`src/rtl/add8_rr_arbiter.sv`:
```
// Round-robin arbiter sharing one 8-bit prefix adder among N_REQ requesters.
// Results land in a one-entry tagged response slot with valid/ready handshake.

module prefix_add8 (
  input  logic [7:0] a,
  input  logic [7:0] b,
  output logic [7:0] sum
);

  logic [7:0] g0, p0;
  logic [7:0] g1, p1;
  logic [7:0] g2, p2;
  logic [7:0] g3;

  assign g0 = a & b;
  assign p0 = a ^ b;

  // Kogge-Stone carry tree: spans of 1, 2, 4
  always_comb begin
    g1 = g0;
    p1 = p0;
    for (int i = 1; i < 8; i++) begin
      g1[i] = g0[i] | (p0[i] & g0[i-1]);
      p1[i] = p0[i] & p0[i-1];
    end
  end

  always_comb begin
    g2 = g1;
    p2 = p1;
    for (int i = 2; i < 8; i++) begin
      g2[i] = g1[i] | (p1[i] & g1[i-2]);
      p2[i] = p1[i] & p1[i-2];
    end
  end

  always_comb begin
    g3 = g2;
    for (int i = 4; i < 8; i++) begin
      g3[i] = g2[i] | (p2[i] & g2[i-4]);
    end
  end

  assign sum = p0 ^ {g3[6:0], 1'b0};

endmodule

module add8_rr_arbiter #(
  parameter int N_REQ = 4,
  parameter int ID_W  = 2
) (
  input  logic                 clk,
  input  logic                 rst_n,
  input  logic [N_REQ-1:0]     req_valid,
  input  logic [8*N_REQ-1:0]   req_a,
  input  logic [8*N_REQ-1:0]   req_b,
  output logic [N_REQ-1:0]     req_ready,
  output logic                 rsp_valid,
  input  logic                 rsp_ready,
  output logic [ID_W-1:0]      rsp_id,
  output logic [7:0]           rsp_sum,
  output logic [15:0]          op_count
);

  localparam int IW = ID_W + 1;

  typedef enum logic {
    EMPTY = 1'b0,
    FULL  = 1'b1
  } state_e;

  state_e         state_q;
  logic [ID_W-1:0] ptr_q;
  logic [ID_W-1:0] sel_q;
  logic [ID_W-1:0] rsp_id_q;
  logic [7:0]      rsp_sum_q;
  logic [15:0]     op_count_q;

  logic            slot_free;
  logic            gnt_any;
  logic [ID_W-1:0] gnt_idx;
  logic [IW-1:0]   cand;
  logic            accept;
  logic [ID_W-1:0] sel;
  logic [IW-1:0]   ptr_inc;
  logic [ID_W-1:0] ptr_d;
  logic [7:0]      add_a;
  logic [7:0]      add_b;
  logic [7:0]      add_sum;
  logic [N_REQ-1:0] gnt_oh;

  assign slot_free = (state_q == EMPTY) || rsp_ready;

  // First valid requester at or after ptr, wrapping
  always_comb begin
    gnt_any = 1'b0;
    gnt_idx = '0;
    cand    = '0;
    for (int k = 0; k < N_REQ; k++) begin
      cand = {1'b0, ptr_q} + IW'(k);
      if (cand >= IW'(N_REQ)) begin
        cand = cand - IW'(N_REQ);
      end
      if (!gnt_any && req_valid[cand[ID_W-1:0]]) begin
        gnt_any = 1'b1;
        gnt_idx = cand[ID_W-1:0];
      end
    end
  end

  assign accept = gnt_any && slot_free && rst_n;

  always_comb begin
    gnt_oh = '0;
    if (accept) begin
      gnt_oh[gnt_idx] = 1'b1;
    end
  end

  assign req_ready = gnt_oh;

  assign sel   = accept ? gnt_idx : sel_q;
  assign add_a = req_a[{sel, 3'b000} +: 8];
  assign add_b = req_b[{sel, 3'b000} +: 8];

  prefix_add8 u_add (
    .a   (add_a),
    .b   (add_b),
    .sum (add_sum)
  );

  always_comb begin
    ptr_inc = {1'b0, gnt_idx} + IW'(1);
    ptr_d   = ptr_inc[ID_W-1:0];
    if (ptr_inc >= IW'(N_REQ)) begin
      ptr_d = '0;
    end
  end

  always_ff @(posedge clk or negedge rst_n) begin
    if (!rst_n) begin
      state_q    <= EMPTY;
      ptr_q      <= '0;
      sel_q      <= '0;
      rsp_id_q   <= '0;
      rsp_sum_q  <= '0;
      op_count_q <= '0;
    end else begin
      unique case (state_q)
        EMPTY: begin
          if (accept) state_q <= FULL;
        end
        FULL: begin
          if (!accept && rsp_ready) state_q <= EMPTY;
        end
        default: state_q <= EMPTY;
      endcase
      if (accept) begin
        rsp_sum_q  <= add_sum;
        rsp_id_q   <= gnt_idx;
        sel_q      <= gnt_idx;
        ptr_q      <= ptr_d;
        op_count_q <= op_count_q + 16'd1;
      end
    end
  end

  assign rsp_valid = (state_q == FULL);
  assign rsp_id    = rsp_id_q;
  assign rsp_sum   = rsp_sum_q;
  assign op_count  = op_count_q;

endmodule

```
`config.mk`:
```
export PLATFORM = sky130hd
export DESIGN_NAME = add8_rr_arbiter
export DESIGN_NICKNAME = d
export VERILOG_FILES = /design/src/rtl/add8_rr_arbiter.sv
export SDC_FILE = /design/constraint.sdc
export NUM_CORES = 1
export LEC_CHECK = 0
export ABC_CLOCK_PERIOD_IN_PS = 6200
export CORE_ASPECT_RATIO = 1.25
export CORE_MARGIN = 5
export CORE_UTILIZATION = 46
export DETAILED_ROUTE_END_ITERATION = 6
export GPL_TIMING_DRIVEN = 0
export PLACE_DENSITY = 0.87
export REMOVE_ABC_BUFFERS = 1
export SETUP_SLACK_MARGIN = 0.02
export SYNTH_ARGS = -nofsm -noshare
export SYNTH_HDL_FRONTEND = slang
export SYNTH_HIERARCHICAL = 1
export SYNTH_SLANG_ARGS = --single-unit
```
`constraint.sdc`:
```
create_clock -name clk -period 6.2 [get_ports clk]
set_input_delay 1.86 -clock clk [delete_from_list [all_inputs] [get_ports clk]]
set_output_delay 1.86 -clock clk [all_outputs]
set_load 0.05 [all_outputs]
```
# [Yosys cells after proc, flatten, opt, wreduce, memory -nomap -nowiden]
# Cells that the tools add are included.
[classes] n_addsub=9 order_cmp=11 n_shift=2 mux=28 bitwise=40 reduce_logical=12
[ops] op="$shiftx A32 B6 Y8" n=2
[ops] op="$and A1 B1 Y1" n=22
[ops] op="$mux W2" n=10
[ops] op="$add A16 B1 Y16 const B" n=1
[ops] op="$xor A8 B8 Y8" n=2
[ops] op="$lt A2 B3 Y1 const B" n=5
[ops] op="$or A1 B1 Y1" n=14
[ops] op="$ge A3 B3 Y1 const B" n=4
[ops] op="$mux W1" n=11
[ops] op="$bmux W1 S2" n=4
[ops] op="$sub A2 B1 Y2 const B" n=4
[ops] op="$and A7 B7 Y7" n=1
[ops] op="$logic_and A1 B1 Y1" n=7
[ops] op="$add A2 B1 Y3 const B" n=2
[ops] op="$add A2 B2 Y3 const B" n=2
[ops] op="$logic_not A1 Y1" n=4
[ops] op="$mux W4" n=1
[ops] op="$ge A2 B3 Y1 const B" n=1
[ops] op="$demux W1 S2" n=1
[ops] op="$ge A2 B1 Y1 const B" n=1
[ops] op="$pmux W1 S2" n=1
[ops] op="$logic_or A1 B1 Y1" n=1
[ops] op="$not A1 Y1" n=1
[word_totals] ff_bits=31 output_inout_bits=31 wordCells=108

# [Depth between registers and ports, before layout]
# Gate-level depths: netlist (run 1).
[logic_depth] depth_word=25 mapped_depth=17

# [Cells and area by module]
# Netlist (run 1), hierarchy kept.
[modules_own_cells] module="add8_rr_arbiter" n_inst=1 cells_per_inst=201 area_each_um2=1988.2
[modules_own_cells] module="prefix_add8" n_inst=1 cells_per_inst=41 area_each_um2=310.3

# [Worst setup path before layout (run 1)]
# Ideal clock, no wire load.
[synth_timing] kind="input -> output" startpoint="in req_valid[3]" endpoint="out req_ready[0]" arrival_time_ns=2.986 required_ns=4.340 setup_slack_ns=1.354 cell_stages=6 n_path_buf=0 path_cell_list="nand2b_1 > a21oi_1 > nor2_1 > inv_1 > ha_1 > and2_1"
[synth_via] elab_chain_len=17 elab_cells_between_ends=30
[synth_rtl] element="from (decl)" line_no="54" source="input logic [N_REQ-1:0] req_valid,"
[synth_rtl] element="$bmux W1 S2" line_no="104" source="if (!gnt_any && req_valid[cand[ID_W-1:0]]) begin"
[synth_rtl] element="$mux W1 (implied by the code)" line_no="104"
[synth_rtl] element="$mux W1" line_no="104"
[synth_rtl] element="$logic_not A1 Y1" line_no="104"
[synth_rtl] element="$logic_and A1 B1 Y1" line_no="104"
[synth_rtl] element="$mux W1" line_no="104"
[synth_rtl] element="$logic_not A1 Y1" line_no="104"
[synth_rtl] element="$logic_and A1 B1 Y1" line_no="104"
[synth_rtl] element="[... 2 more ...]"
[synth_rtl] element="$logic_and A1 B1 Y1" line_no="104"
[synth_rtl] element="$mux W2 (*)" line_no="104"
[synth_rtl] element="via gnt_idx[1]" line_no="81" source="logic [ID_W-1:0] gnt_idx;"
[synth_rtl] element="$lt A2 B3 Y1 (implied by the code) / $ge A2 B1 Y1 (equally long branches)" line_no="116" source="gnt_oh[gnt_idx] = 1'b1;"
[synth_rtl] element="$logic_and A1 B1 Y1 (implied by the code)" line_no="116"
[synth_rtl] element="$mux W1 (implied by the code)" line_no="116"
[synth_rtl] element="$demux W1 S2 (*)" line_no="116"
[synth_rtl] element="$mux W4 (*)" line_no="115" source="if (accept) begin"
[synth_rtl] element="to (decl)" line_no="57" source="output logic [N_REQ-1:0] req_ready,"
# The timed path passes the listed nets; every way through them passes the cells marked *. The select of a mux whose other input is x is not followed.

# [Worst setup path after layout (run 1)]
[layout_timing] startpoint="in req_valid[3]" endpoint="out req_ready[3]"
# Same word-level chain as after synthesis.

==> results by group, run 1 <==
Run status
  – Outcome: completed

Setup path
  – Reg2reg setup slack: 2570 ps
  – Slowest-stage cell, CP: clkdlybuf4s50_1
  – Most common cell on crit path: clkdlybuf4s50_1
  – CP startpoint kind: input port
  – Worst-path cell chain: clkdlybuf4s50_1, nand2b_1, a21oi_1, a31oi_1, and3_1, ha_1, and2_1, clkdlybuf4s50_1
  – Critical path class: in -> out
  – CP max FO: 4
  – Crit path required time: 4340 ps
  – Largest delay share family, worst path: buffers and inverters
  – Worst path bufs/invs: 2
  – Crit end category: primary output
  – Slowest stage delay, CP: 800 ps
  – Arrival @ worst endpoint: 4220 ps

Timing
  – Skew final: 6.06 ps
  – Tcrit/Tclk final: 98.0%
  – FMAX: 0.165 GHz
  – Setup violations, final: 0
  – Final Critical Period: 6080 ps
  – Slew at the pin closest to its max-slew limit: 614 ps
  – Final hold violations: 0
  – RSZ-0062 raised after global routing: no
  – Rel. slew slack: 58.6%
  – Final Max Slew Viols: 0

Power
  – Sw frac: 46.2%
  – Int Pwr: 707 uW
  – Worst IR Drop VDD: 204 uV
  – Pwr per Cell Area: 381 nW/um^2
  – P_leak: 0.00160 uW
  – Sw Pwr: 607 uW
  – Reg power frac: 23.7%
  – Pwr Total: 1310 uW
  – Combinational share of power: 65.1%
  – Power share of the clock group: 11.2%

Global route
  – Largest net degree at the start of global routing: 33
  – Initial antenna violation count: 0
  – First-pass GRT wire length: 8960 um
  – Aggregate global routing overflow: 0
  – Gr usage total: 17.4%
  – Number of global-route vias before repair: 2107

Clocking
  – Reg clk slew, reported paths: 50 ps
  – Htree depth: 2
  – CTS Hold Bufs: 0
  – CTS Buf Count: 5
  – CTS tree: done
  – Clock buffer depth: 2
  – Clock sink count: 31
  – Setup Buffers After CTS: 0
  – Clk_lat worst skew: 280 ps
  – CTS root buf: clkbuf_8

Detailed routing
  – Drt via density: 5.16
  – DR iter-0 viols: 126
  – DR vias: 2088
  – Final WL: 5390 um
  – First-pass iteration count of the detailed router: 4
  – # DRC: 0
  – WL/cell: 13.3 um
  – Antenna Nets Post-Route: 0

Floorplanning
  – Io pins: 102
  – Die height: 89.0 um
  – Die W: 73.2 um
  – Initial core utilization: 47.9%
  – CORE AREA: 4800 um^2
  – Area of the die: 6520 um^2
  – Row Count: 28

Logic synthesis
  – Mean area per synthesized cell: 9.50 um^2
  – Leading area contributor after synthesis: dfrtp_1
  – Post-synth top flop: dfrtp_1
  – Yosys warnings: 6
  – Syn Inst Count: 242
  – Distinct cells, synth: 37
  – Area fraction of the dominant cell type after synthesis: 33.8%
  – Post-Synthesis Cell Area: 2300 um^2
  – Ys async rst share: 100%
  – Ranking of synthesized cells by area: dfrtp_1, mux2i_1, ha_1, nand2_1, xnor2_1
  – Post-synth EDFFs: 0
  – Synth Register Bits: 31
  – Sequential share of the synthesized area: 33.8%

Cells and area
  – Util after Layout: 71.9%
  – Post-route cell area: 3450 um^2
  – Layout cells sized above 1: 4.64%
  – Commonest non-fill, non-tap cell in the layout: clkdlybuf4s50_1
  – Syn-to-layout area delta: 50.2%
  – Commonest non-fill, non-tap cells in the layout: clkdlybuf4s50_1, mux2i_1, nand2_1
  – Fillers: 369
  – ANT cells: 0
  – Post-layout net count: 428
  – Cell Count, Final, Fillers Out: 405

Flow run
  – Max-capacitance violation count: 0

Hold path
  – Hold Path Class: reg -> reg

Place
  – Placed cells: 397
  – Placed Area: 3360 um^2
  – Port Buf Inserts: 101
  – Post-DP HPWL: 4470 um
  – Final Wtd Congestion: 0.871
==> cell usage after synthesis, types with 2 or more instances <==
master    instances
mux2i_1          48
nand2_1          40
dfrtp_1          31
nor2_1           14
xnor2_1          14
ha_1             12
inv_1            11
a21oi_1           8
o21ai_0           7
and3_1            6
nand4_1           6
and2_1            5
xor2_1            5
buf_6             4
clkbuf_1          3
a211oi_1          2
a21o_1            2
a31oi_1           2
buf_4             2
nand2b_1          2
nand3_1           2
==> state kept, by name, summed over array words and instances, names as in the netlist <==
signal,count
rsp_id,2
sel_q,2
rsp_valid,1
ptr_q,2
op_count,16
rsp_sum,8
==> area by class of cell <==
type	instances	area, um^2	share of cell area, %
multi-input cells	191	1420	41.2
repair buffers	104	1050	30.6
flip-flops and latches	31	776	22.5
clock buffers	7	76.3	2.21
well taps	60	75.1	2.17
inverters	11	41.3	1.20
clock inverters	1	5.00	0.145
==> worst paths after layout <==
check / start / to / cells past startpoint
min in group asynchronous: rst_n / op_count[7] / 1
max in group asynchronous: rst_n / rsp_sum[4] / 1
worst min-delay path: rsp_sum[4] / rsp_sum[4] / 2
worst max-delay path: req_valid[3] / req_ready[3] / 8
worst min register to register: rsp_sum[4] / rsp_sum[4] / 2
worst max register to register: rsp_valid / rsp_sum[6] / 13
==> cell families (layout without fill, tap and decap cells) <==
group	after synthesis	after routing	synth area share [%]
simple gates	82	82	16.9
mux	48	48	20.9
flops	31	31	33.8
compound gates	29	29	8.93
buf+inv	20	123	4.90
xor+xnor	19	19	7.24
fa+ha+maj	13	13	7.40
==> worst register-to-register path, delay by kind of cell, from the launching register on <==
kind | cells | cell delay (ps)
simple gates | 8 | 1720
compound gates | 2 | 670
fa+ha+maj | 1 | 300
buf+inv | 1 | 260
mux | 1 | 250
flops | 1 | 370
==> layer usage <==
layer  wire, um  track usage (%)
met5          0                0
met2       2990             33.4
met4         27             5.87
met3        434             3.04
met1       1930             18.8
==> power groups by stage <==
stage / Combinational (uW) / Clock, uW / Sequential [uW]
after global placement: 836 / 0 / 311
final: 856 / 147 / 311
after floorplan: 445 / 0 / 475
after CTS: 866 / 149 / 311
after global routing: 939 / 159 / 319
after detailed placement: 863 / 0 / 315
==> stage by stage <==
stage / worst slack, ps / hold slack (ps) / setup TNS (ps)
global route: 23.9 / 502 / 0
global placement: -1810 / 458 / -17850
detailed placement: -551 / 461 / -2180
CTS: 105 / 476 / 0
finish: 125 / 472 / 0
floorplan: 565 / 526 / 0
==> repair_timing <==
| action | in CTS | in global routing |
|---|---|---|
| resized for setup | 2 | 3 |
| pin swaps | 0 | 0 |
| endpoints found under the hold margin | 0 | 0 |
| endpoints found under the setup margin | 4 | 4 |
| cloned | 0 | 0 |
No activity file was read; power rests on OpenSTA's default activity.
==> run 2: changes to the inputs <==
Settings changed: ABC_CLOCK_PERIOD_IN_PS 6200 to 7400, CELL_PAD_IN_SITES_DETAIL_PLACEMENT set to 0, CELL_PAD_IN_SITES_GLOBAL_PLACEMENT set to 1, CORE_UTILIZATION 46 to 33, PLACE_DENSITY 0.87 to not set, PLACE_DENSITY_LB_ADDON set to 0.1.
Clock period 6.2 ns to 7.4 ns, I/O delays scaled along.
==> results by group, run 2 (synthesis results as in run 1) <==
Run status
  – Outcome: completed

Detailed routing
  – Drt via density: 4.68
  – First-pass iteration count of the detailed router: 4
  – # DRC: 0
  – WL/cell: 12.5 um
  – DR iter-0 viols: 62
  – Antenna Nets Post-Route: 0
  – Final WL: 5430 um
  – DR vias: 2035

Place
  – Placed Area: 3420 um^2
  – Placed cells: 427
  – Final Wtd Congestion: 0.711
  – Port Buf Inserts: 101
  – Post-DP HPWL: 4430 um

Floorplanning
  – Area of the die: 8740 um^2
  – Die W: 84.6 um
  – Die height: 103 um
  – Row Count: 34
  – Initial core utilization: 33.4%
  – Io pins: 102
  – CORE AREA: 6890 um^2

Setup path
  – Crit path required time: 5180 ps
  – R2R Path Start: rsp_valid
  – CP max FO: 32
  – Reg2reg setup slack: 3560 ps
  – CP startpoint kind: input port
  – Crit end category: primary output
  – Critical path class: in -> out
  – R2R Path End: rsp_sum[6]
  – Worst setup path start: rst_n
  – Arrival @ worst endpoint: 4820 ps
  – FF-to-FF path depth: 14

Power
  – Sw frac: 44.2%
  – Worst IR Drop VDD: 148 uV
  – Int Pwr: 646 uW
  – Combinational share of power: 63.0%
  – Pwr per Cell Area: 327 nW/um^2
  – P_leak: 0.00159 uW
  – Sw Pwr: 512 uW
  – Power share of the clock group: 14.6%
  – Reg power frac: 22.4%
  – Pwr Total: 1160 uW

Hold path
  – WHS Path Cells: 2
  – Hold Path Class: reg -> reg
  – Hold Path End: rsp_sum[3]
  – Hold Crit Start: rsp_sum[3]

Clocking
  – CTS Hold Bufs: 0
  – Reg clk slew, reported paths: 60 ps
  – Setup Buffers After CTS: 0
  – Post-cts sizing count: 0
  – CTS Buf Count: 5
  – Htree depth: 2
  – CTS root buf: clkbuf_8
  – CTS tree: done
  – Clock sink count: 31
  – Clk_lat worst skew: 280 ps
  – Clock buffer depth: 2

Timing
  – RSZ-0062 raised after global routing: no
  – Slew at the pin closest to its max-slew limit: 901 ps
  – Tcrit/Tclk final: 95.1%
  – Skew final: 8.06 ps
  – Rel. slew slack: 39.9%
  – Setup violations, final: 0
  – Final Critical Period: 7040 ps
  – FMAX: 0.142 GHz
  – Final Max Slew Viols: 0
  – Final hold violations: 0

Cells and area
  – Max reg flops: 16
  – Post-layout net count: 428
  – Commonest non-fill, non-tap cells in the layout: clkdlybuf4s50_1, mux2i_1, nand2_1
  – Post-route cell area: 3540 um^2
  – Layout cells sized above 1: 5.22%
  – ANT cells: 0
  – Cell Count, Final, Fillers Out: 435
  – Commonest non-fill, non-tap cell in the layout: clkdlybuf4s50_1
  – Syn-to-layout area delta: 54.1%

Global route
  – Aggregate global routing overflow: 0
  – First-pass GRT wire length: 9170 um
  – Initial antenna violation count: 0
  – Largest net degree at the start of global routing: 33
  – Number of global-route vias before repair: 2012
  – Gr usage total: 12.6%

Flow run
  – Max-capacitance violation count: 0
[run 2: worst max path at each step]
stage | end | slack (ps)
after floorplan | rsp_sum[6] | 1400
after global placement | rsp_sum[6] | -1230
after detailed placement | req_ready[1] | 260
after CTS | req_ready[1] | 250
after global routing | req_ready[1] | 30
final | req_ready[1] | 360
[run 2: power groups by stage]
stage / combinational (uW) / sequential, uW / clock, uW
6_report: 730 / 259 / 169
5_1_grt: 801 / 268 / 184
4_1_cts: 744 / 260 / 174
3_5_place_dp: 741 / 263 / 0
3_3_place_gp: 717 / 262 / 0
2_1_floorplan: 373 / 398 / 0
[run 2: routing by layer]
metal	track usage, %	up-vias	share of wire [%]
met5	0	-	0
met4	3.29	0	0.76
met3	3.17	2	6.5
met2	24.4	59	54
met1	13.7	931	39
li1	-	1043	-
[run 2: metrics by stage]
stage          setup slack, ps  hold WS (ps)  setup TNS, ps  utilization, %
2_1_floorplan             1400           526              0               -
3_3_place_gp             -1230           459         -11620            48.6
3_5_place_dp               257           461              0            49.7
4_1_cts                    255           476              0            51.4
5_1_grt                   28.6           500              0            51.4
6_report                   364           472              0            51.4
[run 2: worst max-delay path: stages]
cell             delay, ps
buf_2                  560
o41ai_2                260
nor2_2                 740
and2_1                 220
clkdlybuf4s50_1        800
[run 2: layout make-up]
cell class | instances | area, um^2
inverters | 11 | 41.3
flip-flops and latches | 31 | 776
fillers | 694 | 3350
multi-input cells | 191 | 1420
clock inverters | 2 | 35.0
clock buffers | 6 | 82.6
well taps | 90 | 113
repair buffers | 104 | 1080
==> run 3: changes to the inputs <==
Settings changed: CORE_ASPECT_RATIO 1.25 to not set, SETUP_SLACK_MARGIN 0.02 to not set.
==> results by group, run 3 (synthesis results as in run 1) <==
Cells and area
  – Fillers: 678
  – Util after Layout: 51.7%
  – Cell Count, Final, Fillers Out: 441
  – Post-layout net count: 428
  – Commonest non-fill, non-tap cell in the layout: clkdlybuf4s50_1
  – Layout cells sized above 1: 4.93%
  – Syn-to-layout area delta: 53.0%
  – Max reg flops: 16
  – Commonest non-fill, non-tap cells in the layout: clkdlybuf4s50_1, mux2i_1, nand2_1
  – ANT cells: 0
  – Multi-input gate area: 1420 um^2
  – Register area: 776 um^2

Clocking
  – Clk_lat worst skew: 280 ps
  – Htree depth: 2
  – Post-cts sizing count: 0
  – CTS Hold Bufs: 0
  – CTS Buf Count: 5
  – Clock buffer depth: 2
  – Clock sink count: 31
  – CTS root buf: clkbuf_8
  – Reg clk slew, reported paths: 60 ps
  – CTS tree: done
  – Setup Buffers After CTS: 0

Setup path
  – Crit path required time: 5180 ps
  – Slowest stage delay, CP: 800 ps
  – CP startpoint kind: input port
  – R2R Path Start: rsp_valid
  – Arrival @ worst endpoint: 4830 ps
  – Worst path bufs/invs: 2
  – Slowest-stage cell, CP: clkdlybuf4s50_1
  – Worst setup path start: rst_n
  – Critical path class: in -> out
  – Crit end category: primary output
  – Largest delay share family, worst path: buffers and inverters
  – CP max FO: 32
  – Worst-path cell chain: buf_2, o41ai_2, nor2_2, and2_1, clkdlybuf4s50_1

Power
  – Int Pwr: 616 uW
  – Power share of the clock group: 12.9%
  – Sw Pwr: 511 uW
  – Combinational share of power: 64.2%
  – Pwr per Cell Area: 320 nW/um^2
  – Reg power frac: 22.9%
  – Sw frac: 45.4%
  – Worst IR Drop VDD: 112 uV
  – P_leak: 0.00158 uW

Floorplanning
  – Initial core utilization: 33.8%
  – Io pins: 102
  – Die height: 93.5 um
  – CORE AREA: 6790 um^2
  – Area of the die: 8730 um^2
  – Die W: 93.5 um
  – Row Count: 30

Timing
  – Final hold violations: 0
  – Fin Setup TNS: 0 ps
  – Skew final: 3.71 ps
  – Slew at the pin closest to its max-slew limit: 913 ps
  – Final Max Slew Viols: 0
  – Rel. slew slack: 39.1%
  – Min setup slack post-route: 346 ps
  – Tcrit/Tclk final: 95.3%
  – Setup violations, final: 0
  – Final Critical Period: 7050 ps
  – RSZ-0062 raised after global routing: no
  – FMAX: 0.142 GHz

Detailed routing
  – DR vias: 2056
  – DR iter-0 viols: 58
  – Drt via density: 4.66
  – First-pass iteration count of the detailed router: 4
  – Final WL: 5450 um
  – DR WL met2: 2780 um
  – # DRC: 0
  – Top Metal Used: met4
  – WL met3: 422 um
  – WL/cell: 12.3 um
  – Post-Route M1 WL: 2170 um
  – Antenna Nets Post-Route: 0

Place
  – Post-DP HPWL: 4340 um
  – Placed cells: 433
  – Final Wtd Congestion: 0.804
  – Port Buf Inserts: 101
  – Pre-CTS setup slack: 259 ps

Global route
  – Number of global-route vias before repair: 2015
  – Largest net degree at the start of global routing: 33
  – Initial antenna violation count: 0
  – Aggregate global routing overflow: 0
  – Gr usage total: 12.7%
  – First-pass GRT wire length: 9030 um

Flow run
  – Max-capacitance violation count: 0

Run status
  – Outcome: completed

Hold path
  – Hold Path Class: reg -> reg
  – Hold Crit Start: rsp_sum[5]
==> run 3: power by group through the flow <==
stage	Sequential [uW]	Combinational, uW	Clock (uW)
final	258	723	145
after global routing	267	801	158
after CTS	259	736	151
after detailed placement	262	733	0
after global placement	261	717	0
after floorplan	398	373	0
==> run 3: through the flow <==
step                      cell area (um^2)  hold WS, ps  total power, uW
after floorplan                       2230          526              771
after global placement                3360          457              978
after detailed placement              3420          463              995
after CTS                             3520          479             1150
after global routing                  3520          499             1230
final                                 3520          474             1130
==> run 3: final timing paths <==
path,depth (start not counted),endpoint,slack [ps]
max,5,req_ready[1],350
min,2,rsp_sum[5],470
max reg2reg,15,rsp_sum[6],3630
min reg2reg,2,rsp_sum[5],470
max in group asynchronous,1,op_count[0],4940
min in group asynchronous,1,ptr_q[1],2000
==> run 3: final cells by class <==
| type | instances | area share [%] |
|---|---|---|
| clock buffers | 8 | 2.85 |
| inverters | 11 | 1.17 |
| multi-input cells | 191 | 40.4 |
| flip-flops and latches | 31 | 22.1 |
| well taps | 96 | 3.42 |
| repair buffers | 104 | 30.1 |
==> run 3: routing by layer <==
metal	vias to the layer above	global-route usage, %
met1	944	14.0
li1	1043	-
met5	-	0
met4	0	4.03
met3	5	3.46
met2	64	23.5
==> run 3: worst reg2reg max path, cell delays in order, from the launching register on <==
cell and delay [ps]:
dfrtp_1 370, nor2b_1 180, or2_1 480, o31ai_4 640, buf_16 220, mux2i_1 190
mux2i_1 90, ha_1 260, inv_1 80, fa_1 250, nor2b_4 60, o31a_1 260
or4_1 400, nand3_1 90, nand2_1 50, nand2_1 90
